**src/rtl/fetch_ctrl.sv**
```systemverilog
// Instruction-fetch controller: owns the PC and the fetch/decode IR, and applies
// hold/bubble/redirect/halt in response to the stall controller.
module fetch_ctrl #(
    parameter int unsigned PC_WIDTH = 8,
    parameter int unsigned RESET_PC = 0
) (
    input  logic                clk,
    input  logic                reset,
    input  logic                stall,
    input  logic                stall_pm,
    input  logic [23:0]         pm_data,
    output logic [PC_WIDTH-1:0] pm_addr,
    output logic                pm_en,
    output logic [23:0]         ir,
    output logic                ir_valid,
    output logic [PC_WIDTH-1:0] ir_pc,
    output logic                halted,
    output logic [15:0]         stall_cnt
);

    typedef enum logic [1:0] {RUN, REDIR, HALT} state_t;

    localparam logic [4:0]  OP_HLT = 5'b10001;
    localparam logic [23:0] NOP    = '0;

    state_t              state;
    logic [PC_WIDTH-1:0] pc;

    assign pm_addr = pc;
    assign pm_en   = (state == RUN) && !stall && !stall_pm;

    always_ff @(posedge clk or posedge reset) begin
        if (reset) begin
            state     <= RUN;
            pc        <= PC_WIDTH'(RESET_PC);
            ir        <= '0;
            ir_valid  <= 1'b0;
            ir_pc     <= '0;
            halted    <= 1'b0;
            stall_cnt <= '0;
        end else begin
            if (state != HALT && (stall || stall_pm) && stall_cnt != '1)
                stall_cnt <= stall_cnt + 16'd1;

            // HALT freezes everything; stall holds the whole front end.
            if (state != HALT && !stall) begin
                if (stall_pm) begin
                    ir       <= NOP;
                    ir_valid <= 1'b0;
                end else if (state == REDIR) begin
                    ir       <= NOP;
                    ir_valid <= 1'b0;
                    state    <= RUN;
                end else if (ir_valid && ir[23:21] == 3'b111) begin
                    pc       <= ir[PC_WIDTH-1:0];
                    ir       <= NOP;
                    ir_valid <= 1'b0;
                    state    <= REDIR;
                end else begin
                    ir       <= pm_data;
                    ir_pc    <= pc;
                    ir_valid <= 1'b1;
                    if (pm_data[23:19] == OP_HLT) begin
                        state  <= HALT;
                        halted <= 1'b1;
                    end else begin
                        pc <= pc + PC_WIDTH'(1);
                    end
                end
            end
        end
    end

endmodule

```
**config.mk**
```make
export PLATFORM = sky130hd
export DESIGN_NAME = fetch_ctrl
export DESIGN_NICKNAME = d
export VERILOG_FILES = /design/src/rtl/fetch_ctrl.sv
export SDC_FILE = /design/constraint.sdc
export NUM_CORES = 1
export LEC_CHECK = 0
export CORE_AREA = 3 3 71 140
export DETAILED_ROUTE_END_ITERATION = 16
export DIE_AREA = 0 0 74 143
export GPL_TIMING_DRIVEN = 0
export RECOVER_POWER = 100
export SLEW_MARGIN = 5
export SYNTH_ARGS = -nofsm -noshare
export SYNTH_HDL_FRONTEND = slang
export SYNTH_SLANG_ARGS = --single-unit
```
**constraint.sdc**
```tcl
create_clock -name clk -period 3.4 [get_ports clk]
set_input_delay 0.68 -clock clk [delete_from_list [all_inputs] [get_ports clk]]
set_output_delay 0.68 -clock clk [all_outputs]
set_load 0.02 [all_outputs]
```
After elaboration in Yosys (flattened, before gate mapping)

Index checks and enable logic that the tools add are counted.

Equal/unequal tests: 6
Reduce and logical (&&, ||, !) cells: 15
$add $sub $neg: 2
Multiplexer cells: 11
Bitwise gates (word level): 3

Operators by type and width:

| operator                                                               | count |
|---|---|
| 24-bit two-way mux                                                     | 3 |
| 16-bit by 1-bit adder with 16-bit output (second input constant)       | 1 |
| 8-bit two-way mux                                                      | 2 |
| 16-bit inequality test (second input constant)                         | 1 |
| 8-bit by 1-bit adder with 8-bit output (second input constant)         | 1 |
| 4-bit AND reduction                                                    | 2 |
| 1-bit logical AND                                                      | 6 |
| 2-bit two-way mux                                                      | 3 |
| 5-bit equality test (second input constant)                            | 1 |
| 5-bit AND reduction                                                    | 1 |
| 2-bit inequality test (second input constant)                          | 2 |
| 3-bit equality test (second input constant)                            | 1 |
| 1-bit two-way mux                                                      | 3 |
| 1-bit inverter                                                         | 3 |
| 3-bit AND reduction                                                    | 1 |
| 3-bit nonzero test                                                     | 1 |
| 2-bit by 1-bit equality test with 1-bit output (second input constant) | 1 |
| 1-bit zero test                                                        | 2 |
| 2-bit zero test                                                        | 1 |
| 1-bit logical OR                                                       | 1 |

Input port bits: 28
Output and inout port bits: 59
Register bits: 60
Word-level logic and storage cells: 44

Logic depth before layout (Yosys ltp)

Word-level depth: 5
Mapped depth: 5
Gate-level depth less buffers: 5

Worst setup path after synthesis

No wires, ideal clock.

Kind: input-to-output
Start point: input port stall_pm
End point: output port pm_en
Arrival: 1.637 ns
Cell stages on the path: 3
Buffers on the path: 1
Data required time: 2.720 ns
Slack: 1.083 ns
Cell sequence: or2_2 -> buf_2 -> nor3_1

Word-level cells in the longest chain between the ends: 2

Ends and longest elaborated chain:

| item              | RTL line | text |
|---|---|---|
| start, declared   | 10       | `input logic stall_pm,` |
| 1-bit zero test   | 30       | `assign pm_en = (state == RUN) && !stall && !stall_pm;` |
| 1-bit logical AND | 30       |  |
| end, declared     | 13       | `output logic pm_en,` |

No other way between the ends.

Worst setup path after layout

Ends and elaborated chain as after synthesis.

==> qor.log <==
qor: die.die_width 74 um
qor: finish.layout-drive-gt1-share 9.786%
qor: setup_path.reg2reg_depth 5
qor: clocking.clkSinkCount 60
qor: clocking.post_cts.resized_instances 0
qor: global_routing.first_global_vias 2,312
qor: hold_path.hold_path.class reg -> reg
qor: setup_path.rr_startpoint ir[23]$_DFFE_PP0P_
qor: logic_synthesis.synth_seq_area_share 55.84%
qor: finish.stdcell_area 3951 um^2
qor: logic_synthesis.synthesis.yosys.warnings 0
qor: routing.drt-wirelength-per-cell 17.71 um
qor: sta.min_period 3.161 ns
qor: setup_path.worst-r2r-setup-slack 0.80 ns
qor: finish.commonest_cells_after_routing_fill_and_taps_aside dlygate4sd3_1, dfrtp_1, a22o_1, clkdlybuf4s50_1, nand2_1
qor: global_routing.maximum_number_of_pins_on_one_net_before_global_route_repair 34
qor: die.dieArea 10,580 um^2
qor: setup_path.kind_of_end_point_of_the_critical_path output pin
qor: finish.antenna_cells_inserted 0
qor: die.initial_core_util 29.83%
qor: clocking.clockBufferDepth 2
qor: power_and_ir_drop.fin_total_pwr 2.744 mW
qor: power_and_ir_drop.vdd_ir_drop_max 474.2 uV
qor: clocking.buffers_inserted_during_post_cts_setup_optimization 0
qor: hold_path.min_delay_worst_endpoint halted$_DFFE_PP0P_
qor: clocking.clock_insertion_delay_at_the_later_pin_of_the_skew_report 0.33 ns
qor: sta.grt_setup_unrepaired no
qor: setup_path.critical_path_peak_fanout 10
qor: job.cap_violations 0
qor: die.io_pins 87
qor: sta.finalCritPeriodShare 92.97%
qor: place.routabilityCongestion 0.7882
qor: sta.worst-slew-pin-transition 1.278 ns
qor: clocking.cts-hold-fix-buffers 0
qor: power_and_ir_drop.p_leak 1.759 nW
qor: setup_path.rr_endpoint ir_pc[1]$_DFFE_PP0P_
qor: die.die_span_y 143 um
qor: sta.timing.final.ws_setup 0.2389 ns
qor: routing.wirelength 7598 um
qor: place.pre_cts_ws 0.1709 ns
qor: clocking.htree_num_levels 3
qor: sta.fin_setup_tns 0 ns
qor: clocking.cts-buffers-inserted 9
qor: power_and_ir_drop.power_density_cells 694.4 nW/um^2
qor: global_routing.grt_residual_overflow 0
qor: setup_path.worst_ep_arrival_time 2.48 ns
qor: sta.whs 0.4461 ns
qor: logic_synthesis.post_synth_instance_area 2689 um^2
qor: die.placement_rows 49
qor: sta.timing_max_transition_violations_final 0
qor: sta.final_hold_viol_count 0
qor: routing.post-route-drc-count 0
qor: routing.detail_route.iter0.violations 169
qor: sta.maxSlewHeadroom 14.71%
qor: global_routing.initial_antenna_violation_count 0
qor: setup_path.critical_path.startpoint_type input port
qor: place.placed_area 3697 um^2
qor: setup_path.critical-path-max-stage-delay 0.70 ns
qor: die.core-area 9012 um^2
qor: routing.drt_first_pass_iters 5
qor: clocking.clk_root_buffer_cell clkbuf_16
qor: logic_synthesis.mappedNetlistNets 255
qor: hold_path.hold-path-cell-count 1
qor: place.port_buffers 86
qor: logic_synthesis.yosysUniqueCellTypes 41
qor: setup_path.critical-path-slowest-cell dlygate4sd3_1
qor: setup_path.cp.required 2.72 ns
qor: routing.drt.antenna.violating_nets 0
qor: sta.achievable-frequency 316.3 MHz
qor: sta.setup_violations 0
qor: routing.detail_route.vias_per_cell 5.294
qor: setup_path.worst_setup_path_startpoint stall_pm
qor: logic_synthesis.postSynthCellCount 225
qor: routing.dr_total_vias 2,271
qor: clocking.cts_tree yes
qor: outcome.status complete, no violations
qor: clocking.clk_pin_slew_worst_paths 0.05 ns
qor: logic_synthesis.yosys_register_bits 60
qor: place.hpwlAfterDp 5631 um
qor: global_routing.global_route_wire_length_before_repair 12,360 um
qor: setup_path.worst_path_cell_chain clkdlybuf4s50_1, or2_2, buf_2, nor3_1, dlygate4sd3_1
qor: finish.layout_commonest_cell dlygate4sd3_1
qor: setup_path.timing_worst_setup_path_type in -> out
qor: hold_path.hp-start halted$_DFFE_PP0P_
qor: logic_synthesis.avgSynthCellArea 11.95 um^2
qor: sta.fin_skew 0.007874 ns
qor: finish.flow.area_growth_from_synthesis 46.95%
qor: finish.net_total_in_the_final_layout 353
qor: global_routing.globalRouteTotalUtil 15.60%
==> synthesized netlist by cell type <==
| cell | number | area [um^2] |
|---|---|---|
| a21o_1 | 3 | 22.52 |
| a21oi_1 | 6 | 30.03 |
| a221oi_1 | 1 | 8.760 |
| a22o_1 | 25 | 219.0 |
| a22oi_1 | 2 | 15.01 |
| a2bb2oi_1 | 4 | 35.03 |
| and2_1 | 1 | 6.260 |
| and3_1 | 2 | 12.51 |
| and4_1 | 3 | 26.28 |
| buf_2 | 4 | 20.02 |
| clkbuf_1 | 6 | 22.52 |
| dfrtp_1 | 60 | 1501 |
| ha_1 | 2 | 25.02 |
| inv_1 | 3 | 11.26 |
| mux2_2 | 13 | 146.4 |
| nand2_1 | 14 | 52.55 |
| nand2b_1 | 4 | 25.02 |
| nand3_1 | 6 | 30.03 |
| nand3_2 | 1 | 10.01 |
| nand4_1 | 5 | 31.28 |
| nand4_2 | 1 | 12.51 |
| nand4bb_1 | 1 | 11.26 |
| nor2_1 | 3 | 11.26 |
| nor2_2 | 1 | 6.260 |
| nor3_1 | 10 | 50.05 |
| nor3_4 | 1 | 16.27 |
| nor3b_1 | 2 | 15.01 |
| nor4_1 | 4 | 25.02 |
| nor4b_4 | 1 | 23.77 |
| o211ai_1 | 4 | 30.03 |
| o21ai_0 | 7 | 35.03 |
| o22ai_1 | 4 | 25.02 |
| o311ai_0 | 1 | 8.760 |
| o311ai_1 | 1 | 8.760 |
| o31a_1 | 1 | 8.760 |
| o31ai_1 | 1 | 7.510 |
| or2_2 | 2 | 12.51 |
| or3_1 | 1 | 6.260 |
| or4_1 | 1 | 7.510 |
| or4b_1 | 2 | 20.02 |
| xor2_1 | 11 | 96.34 |
==> worst max-delay path: cells and delay by family <==
family	cells	cell delay, ns
buffers and inverters	3	1.29
AND/OR/NAND/NOR	2	0.50
==> area by class of cell <==
| cell class | count | area (um^2) |
|---|---|---|
| clock inverter | 2 | 35.03 |
| inverter | 3 | 11.26 |
| buffer | 10 | 40.04 |
| tap | 102 | 127.6 |
| multi-input combinational | 152 | 1120 |
| clock buffer | 13 | 250.2 |
| fill | 884 | 5061 |
| timing repair buffer | 87 | 865.8 |
| sequential | 60 | 1501 |
==> metrics by stage <==
step	utilization [%]	cells
2_1_floorplan	-	225
3_3_place_gp	40.80	413
3_5_place_dp	41.02	414
4_1_cts	44.19	429
5_1_grt	43.84	429
6_report	43.84	429
==> kinds of logic (layout without fill, tap and decap cells) <==
| family | Yosys count | count (layout) | synth area share (%) |
|---|---|---|---|
| buffers and inverters | 13 | 115 | 2.001 |
| muxes | 13 | 13 | 5.444 |
| AOI/OAI and AO/OA | 60 | 60 | 16.89 |
| DFF | 60 | 60 | 55.84 |
| adders and majority gates | 2 | 2 | 0.9305 |
| and+or+nand+nor | 66 | 66 | 15.31 |
| xor gates and xnor gates | 11 | 11 | 3.583 |
==> registers in the layout, summed over array words and instances (netlist names) <==
signal	cells
pm_addr	8
state	2
ir_valid	1
halted	1
ir	24
stall_cnt	16
ir_pc	8
==> worst max-delay path by stage <==
stage	cells after the start	slack, ns	endpoint
after floorplan	3	1.08	pm_en
after global placement	2	0.04	ir[21]$_DFFE_PP0P_
after detailed placement	5	0.17	pm_en
after CTS	5	0.17	pm_en
after global routing	5	0.12	pm_en
final	5	0.24	pm_en
==> metal layers <==
layer	up-vias	track usage, %	wire, um
met5	-	0	0
met4	0	7.259	192
met3	16	4.158	349
met2	71	27.25	4275
met1	1124	17.02	2781
li1	1060	-	-
==> power by group <==
group	leakage [nW]	switching (mW)	internal [mW]
clock network	0.140	0.300	0.582
logic	0.878	0.434	0.400
registers	0.742	0.157	0.872
(Power assumes the default switching activity.)
